### config.mk
export PLATFORM = sky130hd
export DESIGN_NAME = conv_result_streamer
export DESIGN_NICKNAME = d
export VERILOG_FILES = /design/src/rtl/conv_result_streamer.sv
export SDC_FILE = /design/constraint.sdc
export NUM_CORES = 1
export LEC_CHECK = 0
export BUFFER_PORTS_ARGS = -buffer_cell sky130_fd_sc_hd__buf_2
export CAP_MARGIN = 20
export CORE_MARGIN = 2
export CORE_UTILIZATION = 35
export DETAILED_ROUTE_END_ITERATION = 8
export HOLD_SLACK_MARGIN = 0.1
export SYNTH_ARGS = -nofsm -noshare
export SYNTH_HDL_FRONTEND = slang
export SYNTH_SLANG_ARGS = --single-unit
### constraint.sdc
create_clock -name clk -period 3.94 [get_ports clk]
set_clock_uncertainty 0.2 [all_clocks]
set_input_delay 0.591 -clock clk [delete_from_list [all_inputs] [get_ports clk]]
set_output_delay 0.591 -clock clk [all_outputs]
set_load 0.02 [all_outputs]
### src/rtl/conv_result_streamer.sv
// Streams convolution results from the result memory as a valid/ready stream.
// Reads are prefetched into a 2-entry buffer so one beat can leave per cycle.
module conv_result_streamer #(
   parameter int DATA_WIDTH = 8,
   parameter int ADDR_WIDTH = 5
) (
   input  logic                    clk,
   input  logic                    rst,
   input  logic                    start,
   input  logic [ADDR_WIDTH-1:0]   sizeX,
   input  logic [ADDR_WIDTH-1:0]   sizeY,
   output logic [ADDR_WIDTH:0]     memZ_addr,
   output logic                    memZ_rd,
   input  logic [2*DATA_WIDTH-1:0] memZ_data,
   output logic [2*DATA_WIDTH-1:0] m_data,
   output logic                    m_valid,
   input  logic                    m_ready,
   output logic                    m_last,
   output logic                    busy,
   output logic                    done,
   output logic [1:0]              dbg_state_o
);
   localparam int RW = 2*DATA_WIDTH;
   localparam int CW = ADDR_WIDTH+1;
   localparam logic [1:0] IDLE = 2'd0;
   localparam logic [1:0] RUN  = 2'd1;
   localparam logic [1:0] FIN  = 2'd2;

   logic [1:0]    state_q, state_d;
   logic [CW-1:0] n_q, n_d;
   logic [CW-1:0] rd_cnt_q, rd_cnt_d;
   logic [CW-1:0] out_cnt_q, out_cnt_d;
   logic [CW-1:0] addr_q, addr_d;
   logic          inflight_q, inflight_d;
   logic [1:0]    cnt_q, cnt_d;
   logic [RW-1:0] buf0_q, buf0_d;
   logic [RW-1:0] buf1_q, buf1_d;
   logic [CW-1:0] n_start;
   logic [2:0]    occ;
   logic          pop, push, rd;

   // Stream handshake: a beat transfers when m_valid && m_ready; m_data/m_last hold while stalled.
   assign n_start = (sizeX == '0 || sizeY == '0) ? '0 :
                    {1'b0, sizeX} + {1'b0, sizeY} - CW'(1);
   assign m_valid = (state_q == RUN) && (cnt_q != 2'd0);
   assign m_last  = m_valid && (out_cnt_q == n_q - CW'(1));
   assign m_data  = buf0_q;
   assign pop     = m_valid && m_ready;
   assign push    = inflight_q;
   assign occ     = {1'b0, cnt_q} + {2'b0, inflight_q};
   // A read may issue only if its data is guaranteed a free buffer slot on arrival.
   assign rd      = (state_q == RUN) && (occ < 3'd2 + {2'b0, pop}) && (rd_cnt_q < n_q);

   assign memZ_rd     = rd;
   assign memZ_addr   = rd ? rd_cnt_q : addr_q;
   assign busy        = (state_q == RUN);
   assign done        = (state_q == FIN);
   assign dbg_state_o = state_q;

   always_comb begin
      state_d    = state_q;
      n_d        = n_q;
      rd_cnt_d   = rd_cnt_q;
      out_cnt_d  = out_cnt_q;
      addr_d     = addr_q;
      inflight_d = rd;
      cnt_d      = cnt_q;
      buf0_d     = buf0_q;
      buf1_d     = buf1_q;

      if (rd) begin
         rd_cnt_d = rd_cnt_q + CW'(1);
         addr_d   = rd_cnt_q;
      end
      if (pop) out_cnt_d = out_cnt_q + CW'(1);

      case ({push, pop})
         2'b10: begin
            if (cnt_q == 2'd0) buf0_d = memZ_data;
            else               buf1_d = memZ_data;
            cnt_d = cnt_q + 2'd1;
         end
         2'b01: begin
            buf0_d = buf1_q;
            cnt_d  = cnt_q - 2'd1;
         end
         2'b11: begin
            if (cnt_q == 2'd1) begin
               buf0_d = memZ_data;
            end else begin
               buf0_d = buf1_q;
               buf1_d = memZ_data;
            end
         end
         default: ;
      endcase

      case (state_q)
         IDLE: begin
            if (start) begin
               n_d       = n_start;
               rd_cnt_d  = '0;
               out_cnt_d = '0;
               cnt_d     = 2'd0;
               state_d   = (n_start == '0) ? FIN : RUN;
            end
         end
         RUN:     if (pop && m_last) state_d = FIN;
         FIN:     state_d = IDLE;
         default: state_d = IDLE;
      endcase
   end

   always_ff @(posedge clk) begin
      if (rst) begin
         state_q    <= IDLE;
         n_q        <= '0;
         rd_cnt_q   <= '0;
         out_cnt_q  <= '0;
         addr_q     <= '0;
         inflight_q <= 1'b0;
         cnt_q      <= 2'd0;
         buf0_q     <= '0;
         buf1_q     <= '0;
      end else begin
         state_q    <= state_d;
         n_q        <= n_d;
         rd_cnt_q   <= rd_cnt_d;
         out_cnt_q  <= out_cnt_d;
         addr_q     <= addr_d;
         inflight_q <= inflight_d;
         cnt_q      <= cnt_d;
         buf0_q     <= buf0_d;
         buf1_q     <= buf1_d;
      end
   end
endmodule

Word-level counts from Yosys, hierarchy flattened
Index checks and enable logic that the tools add are counted.

operators by class
  add/subtract/negate cells = 9
  $lt $le $gt $ge = 2
  eq/ne operators = 12
  multiplexer cells = 21
  reduce and logical (&&, ||, !) cells = 19

operator list
  kind                                                  count
  two-way mux 16 bit                                    4
  two-way mux 6 bit                                     8
  one-hot mux 16 bit (3 select lines)                   1
  one-hot mux 16 bit (2 select lines)                   1
  adder 6 x 1 -> 6 bit (second input constant)          2
  subtractor 6 x 1 -> 6 bit (second input constant)     2
  logical NOT 5 bit                                     2
  two-way mux 2 bit                                     5
  != test 2 bit (second input constant)                 4
  one-hot mux 2 bit (2 select lines)                    2
  adder 5 x 5 -> 6 bit                                  1
  equality test 2 x 1 -> 1 bit (second input constant)  3
  equality test 2 bit (second input constant)           3
  equality test 6 bit                                   1
  logical AND 1 bit                                     6
  logical NOT 6 bit                                     1
  less-than comparator 6 bit                            1
  AND reduction 2 bit                                   3
  logical NOT 2 bit                                     2
  nonzero test 2 bit                                    2
  adder 2 x 1 -> 3 bit                                  1
  adder 2 x 1 -> 3 bit (first input constant)           1
  less-than comparator 3 bit                            1
  AND reduction 3 bit                                   1
  other kinds (5)                                       5

storage, ports and cells
  bits in registers = 61
  output and inout bits = 29
  logic and storage cells = 72

Longest topological paths before layout
Gate-level depths: netlist of the first run.

  depth in word-level cells = 10
  depth in mapped cells = 12
  gate-level depth less buffers = 12

Worst setup path before layout of the first run
Ideal clock, no wire load.

  path kind = input port to flip-flop
  start point = in sizeX[1]
  end point = reg state_q[1], in the netlist dbg_state_o[1]
  setup time = 0.071 ns
  data arrival time = 2.461 ns
  data required time = 3.669 ns
  setup slack = 1.208 ns
  cell stages on the path = 12
  path buffers = 0
  cells stage by stage = inv_1 ha_1 inv_1 ha_1 inv_1 fa_1 nand2b_1 a21oi_1 xor2_1 nor4b_1 o21ai_0 a21oi_1

between the ends
  cells in the longest elaborated chain, start to end = 7

RTL lines
  element                                                               line    RTL
  start, declared                                                       10      input logic [ADDR_WIDTH-1:0] sizeX,
  adder 5 x 5 -> 6 bit / logical NOT 5 bit (equally long branches)      44, 43
  subtractor 6 x 1 -> 6 bit / logical OR 1 bit (equally long branches)  44, 43
  two-way mux 6 bit *                                                   43      assign n_start = (sizeX == '0 || sizeY == '0) ? '0 :
  logical NOT 6 bit *                                                   105     state_d = (n_start == '0) ? FIN : RUN;
  two-way mux 2 bit *                                                   105
  two-way mux 2 bit *                                                   100     if (start) begin
  one-hot mux 2 bit (2 select lines) *                                  98      case (state_q)
  end signal, assigned                                                  126     state_q <= state_d;
  end, declared                                                         29      logic [1:0] state_q, state_d;

Mark *: on every way between the ends. The rest lies on a longest branch, timed or not. The select of a mux whose other input is x is not followed.
A chain may end at the register's enable or synchronous reset.

Worst setup path after layout of the first run
  start point = reg n_q[5]
  end point = out memZ_addr[4]

between the ends
  cells in the longest elaborated chain, start to end = 3

RTL lines
  element                     line  RTL
  start, declared             30    logic [CW-1:0] n_q, n_d;
  start signal, assigned      127   n_q <= n_d;
  less-than comparator 6 bit  52    assign rd = (state_q == RUN) && (occ < 3'd2 + {2'b0, pop}) && (rd_cnt_q < n_q);
  logical AND 1 bit           52
  two-way mux 6 bit           -
  end, declared               12    output logic [ADDR_WIDTH:0] memZ_addr,

No other way between the ends.

==> results of run 1 <==
-- power by group through the flow --
| stage | registers, mW | clock network [mW] | logic, mW |
|---|---|---|---|
| finish | 0.686 | 0.559 | 0.319 |
| global route | 0.692 | 0.604 | 0.363 |
| CTS | 0.687 | 0.582 | 0.322 |
| global placement | 0.699 | 0 | 0.314 |
| detailed placement | 0.700 | 0 | 0.320 |
| floorplan | 0.719 | 0 | 0.217 |
-- per-layer routing --
| layer | track usage (%) | vias up |
|---|---|---|
| met1 | 17.5 | 1210 |
| met5 | 0 | - |
| met4 | 6.32 | 0 |
| met3 | 4.54 | 14 |
| met2 | 25.3 | 53 |
| li1 | - | 1335 |
-- stage by stage --
stage                     instance area (sq um)  hold slack, ns  worst slack (ns)  instances  utilization, %
after global placement                     3540           0.276             0.955        505            40.6
after floorplan                            3160           0.260              1.21        352               -
after CTS                                  3740           0.271             0.517        520            42.9
after detailed placement                   3540           0.284             0.904        505            40.6
final                                      3750           0.293             0.557        521            43.0
after global routing                       3750           0.291             0.401        521            43.0
-- cell families (layout without fill, tap and decap cells) --
kind of cell             Yosys count  after routing  synth area share (%)
buffers and inverters             48            109                  6.02
AND/OR/NAND/NOR                  105            105                  15.8
adder cells (fa/ha/maj)           26             26                  10.5
flip-flops                        61             61                  38.7
AO/OA/AOI/OAI                     71             71                  16.3
multiplexers                      27             27                  8.83
XOR/XNOR                          14             14                  3.88
-- registers in the layout, indices dropped and copies added (netlist names) --
name,cells
rd_cnt_q,6
n_q,6
cnt_q,2
dbg_state_o,2
m_data,16
out_cnt_q,6
inflight_q,1
addr_q,6
buf1_q,16
-- worst max-delay path, stage by stage, from the launching register on --
cell and delay, ns:
dfxtp_1 0.34, inv_1 0.06, ha_1 0.36, a2111oi_4 0.37, nand2_2 0.10, a31oi_4 0.44, mux2_2 0.41, buf_2 0.16
-- area by class of cell --
cell class,instances,share of cell area [%]
Timing Repair Buffer,62,8.64
Inverter,32,3.20
Clock inverter,4,1.27
Multi-Input combinational cell,243,46.7
Clock buffer,11,4.04
Tap cell,108,3.60
Sequential cell,61,32.6
-- Yosys cell counts, types with 8 or more instances --
cell type	count
nand2_1	17
a21oi_1	13
xor2_1	8
dfxtp_1	61
mux2i_1	20
a211oi_1	17
ha_1	25
nor2_1	51
inv_1	32
a22oi_1	16
clkbuf_1	13
o21ai_0	10
-- worst paths after layout --
check                                       startpoint                      to  cells after the start
worst max-delay path               n_q[5]$_SDFFE_PP0P_            memZ_addr[4]                      7
worst min-delay path                      memZ_data[6]  buf1_q[6]$_SDFFE_PP0P_                      3
worst max register to register     cnt_q[0]$_SDFF_PP0_  buf1_q[7]$_SDFFE_PP0P_                     10
worst min register to register  buf1_q[3]$_SDFFE_PP0P_  buf1_q[3]$_SDFFE_PP0P_                      2
==> qor.yml, run 1 <==
cp.arrival_ns: 2.59
power_mw: 1.56
drive_gt1_share_pct: 22.8
hold_class: "input pin to flip-flop"
rsz0062_at_grt: "false"
yosys_register_bits: 61
critPathMaxFanout: 16
root_buffer: "clkbuf_8"
crit_required_ns: 3.15
layout_commonest_cell: "dfxtp_1"
initial_core_util_pct: 36.2
die_w_um: 99.0
synthTopCellsByArea: "dfxtp_1, ha_1, mux2i_1"
die_area_sq_mm: 0.00980
die_height_um: 99.0
cts-resized-gates: 0
grt_overflow: 0
clock-sinks: 61
met1_length_um: 3080
switchingPower_mw: 0.453
layout.area.seq_sq_mm: 0.00122
grt_antenna_before_repair: 0
synth_edf_count: 0
cts_tree: "done"
vias: 2612
dr.first_iter.drc_count: 71
gp_congestion: 0.861
num_io_pins: 59
synthCells: 352
nFillCells: 889
hold_viol_final: 0
ant_nets: 0
grt_max_degree: 48
end_kind: "output port"
portBuffers: 58
synth_nets: 408
seq_power_share_pct: 43.9
dp_hpwl_um: 4830
p_comb_share_pct: 20.4
synth.yosys.seq_area_share_pct: 38.7
fin_crit_sh_pct: 85.9
max_freq_ghz: 0.296
detail_route.wl_per_cell_um: 12.8
yosysTopAreaCell: "dfxtp_1"
ys_types: 44
drt_pass1_iterations: 4
track_usage_pct: 14.9
start_kind: "flip-flop"
synth_top_area_share_pct: 38.7
wl_met3_um: 298
worst_slew_pin_slew_ns: 0.693
avgSynthCellArea_sq_um: 8.98
routed_via_density: 5.01
async_flop_share_pct: 0
grt_pass1_vias: 2670
period_minus_slack_ns: 3.38
ir_drop_mv: 0.294
fin_nets: 465
ys_dominant_reg_cell: "dfxtp_1"
powerDensity_mw_per_mm2: 417
clk_pin_slew_ns: 0.07
power.internal_mw: 1.11
p_sw_share_pct: 29.0
cap_violations: 0
cts_hold_buffers: 0
run_status: "completed"
multiInputGateArea_sq_mm: 0.00175
drc: 0
setup_viol: 0
setup_tns_ns: 0
p_leak_nw: 1.76
cts_setup_buffers: 0
clk_latency_ns: 0.34
finalWirelength_um: 6680
max_slew_margin_pct: 53.8
power_frac_clock_pct: 35.7
htree_num_levels: 3
wl_met2_um: 3140
syn2layout_area_growth_pct: 18.7
rows: 34
final_cell_mix: "dfxtp_1, buf_2, nor2_1"
grt_pass1_wl_um: 11800
report.final.slew_viol_count: 0
diodes: 0
fp.coreArea_sq_mm: 0.00872
critPathKind: "flip-flop to output port"
clockBufferDepth: 2
cts_inserted_buffers: 9
yosys_warnings: 0
syn-cell-area_sq_mm: 0.00316
top_layer_used: "met4"
r2r_setup_slack_ns: 1.27
No activity file was read; power rests on OpenSTA's default activity.
==> inputs of run 2 (changes only) <==
==> constraint.sdc (replaced) <==
create_clock -name clk -period 3.94 [get_ports clk]
set_clock_uncertainty 0.2 [all_clocks]
set_input_delay 0.591 -clock clk [delete_from_list [all_inputs] [get_ports clk]]
set_output_delay 0.591 -clock clk [all_outputs]
set_load 0.05 [all_outputs]
==> run 2 against run 1 <==
  * Total power grew 7.8%
  * First-iteration DRC count decreased by 8.5%
  * Critical path type unchanged
  * Wire length rose by 2.2%
  * Combinational power is 18% higher
  * Global-route usage is 0.48 points lower
  * Critical path depth is the same
  * Largest cell class unchanged
==> qor.yml, run 2 (synthesis results as in run 1) <==
detail_route.wl_per_cell_um: 13.1
worst_slew_pin_slew_ns: 0.685
ant_nets: 0
hold_class: "flip-flop to flip-flop"
final_cell_mix: "dfxtp_1, buf_2, nor2_1"
grt_pass1_wl_um: 11400
vias: 2603
period_minus_slack_ns: 3.41
drive_gt1_share_pct: 22.5
crit_required_ns: 3.15
rsz0062_at_grt: "false"
power_mw: 1.69
critPathMaxFanout: 16
diodes: 0
critPathKind: "flip-flop to output port"
whs_path_depth: 2
cts_setup_buffers: 0
htree_num_levels: 3
rows: 34
r2r_setup_slack_ns: 1.28
powerDensity_mw_per_mm2: 446
fin_crit_sh_pct: 86.6
cts_inserted_buffers: 9
max_slew_margin_pct: 54.4
num_io_pins: 59
ff2ff_path_depth: 10
fp.coreArea_sq_mm: 0.00872
report.final.slew_viol_count: 0
die_area_sq_mm: 0.00980
dp_hpwl_um: 4900
setup_tns_ns: 0
hold_ws_ns: 0.297
nFillCells: 861
grt_pass1_vias: 2461
r2r_end: "buf1_q[5]$_SDFFE_PP0P_"
setup_viol: 0
gp_congestion: 0.843
portBuffers: 58
die_w_um: 99.0
root_buffer: "clkbuf_8"
initial_core_util_pct: 36.2
grt_max_degree: 48
max_freq_ghz: 0.293
start_kind: "flip-flop"
cts-resized-gates: 0
ir_drop_mv: 0.268
die_height_um: 99.0
syn2layout_area_growth_pct: 19.6
track_usage_pct: 14.4
cp.arrival_ns: 2.62
worstHoldEndpoint: "m_data[2]$_SDFFE_PP0P_"
grt_antenna_before_repair: 0
min_from: "m_data[2]$_SDFFE_PP0P_"
clock-sinks: 61
clockBufferDepth: 2
layout_commonest_cell: "dfxtp_1"
pre_cts_ws_ns: 0.849
drt_pass1_iterations: 4
r2r_start: "cnt_q[0]$_SDFF_PP0_"
grt_overflow: 0
dr.first_iter.drc_count: 65
clk_latency_ns: 0.33
setup_slack_ns: 0.526
run_status: "completed"
cts_hold_buffers: 0
clk_pin_slew_ns: 0.07
routed_via_density: 4.99
cap_violations: 0
hold_viol_final: 0
cts_tree: "done"
p_leak_nw: 1.77
end_kind: "output port"
finalWirelength_um: 6830
fin_nets: 465
drc: 0
==> run 2: changes by cell type in the layout (fill, tap and decap cells not counted), sizes merged <==
cell / previous run / this run
clkbuf: 11 / 13
clkinv: 2 / 0
bufinv: 1 / 2
==> run 2: critical path, cell delays in order (launching register included) <==
cell       delay [ns]
dfxtp_1          0.34
inv_1            0.06
ha_1             0.36
a2111oi_4        0.37
nand2_2          0.10
a31oi_4          0.44
mux2_2           0.40
buf_2            0.21
==> run 2: how the worst max path moves through the flow <==
stage / from / endpoint / slack [ns] / cells after the start
floorplan: dbg_state_o[0]$_SDFFE_PP0P_ / m_last / 0.56 / 4
global placement: n_q[5]$_SDFFE_PP0P_ / memZ_addr[5] / 0.90 / 7
detailed placement: n_q[5]$_SDFFE_PP0P_ / memZ_addr[4] / 0.85 / 7
CTS: n_q[5]$_SDFFE_PP0P_ / memZ_addr[4] / 0.48 / 7
global route: n_q[5]$_SDFFE_PP0P_ / memZ_addr[5] / 0.37 / 7
finish: n_q[5]$_SDFFE_PP0P_ / memZ_addr[4] / 0.53 / 7
==> run 2: area by class of cell <==
type                       count  area (sq um)  area share (%)
multi-input combinational    243          1750            46.4
sequential                    61          1220            32.3
timing repair buffer          62           324            8.58
clock buffer                  13           159            4.21
tap                          108           135            3.58
inverter                      32           120            3.18
clock inverter                 3          67.6            1.79
==> run 2: power breakdown <==
| part | internal [mW] | switching, mW |
|---|---|---|
| clock network | 0.392 | 0.233 |
| logic | 0.133 | 0.242 |
| registers | 0.657 | 0.0287 |
| total | 1.18 | 0.504 |
==> run 2: layer usage <==
| metal | track usage, % | part of all wire (%) | vias up |
|---|---|---|---|
| li1 | - | - | 1328 |
| met1 | 17.5 | 45 | 1228 |
| met2 | 24.4 | 49 | 43 |
| met3 | 5.04 | 5.0 | 4 |
| met4 | 3.79 | 0.66 | 0 |
| met5 | 0 | 0 | - |
==> run 2: per-stage QoR <==
stage	utilization (%)	cell area, sq um	cells
3_3_place_gp	40.6	3540	505
5_1_grt	43.3	3780	522
4_1_cts	43.2	3770	521
6_report	43.3	3780	522
3_5_place_dp	40.6	3540	505
2_1_floorplan	-	3160	352
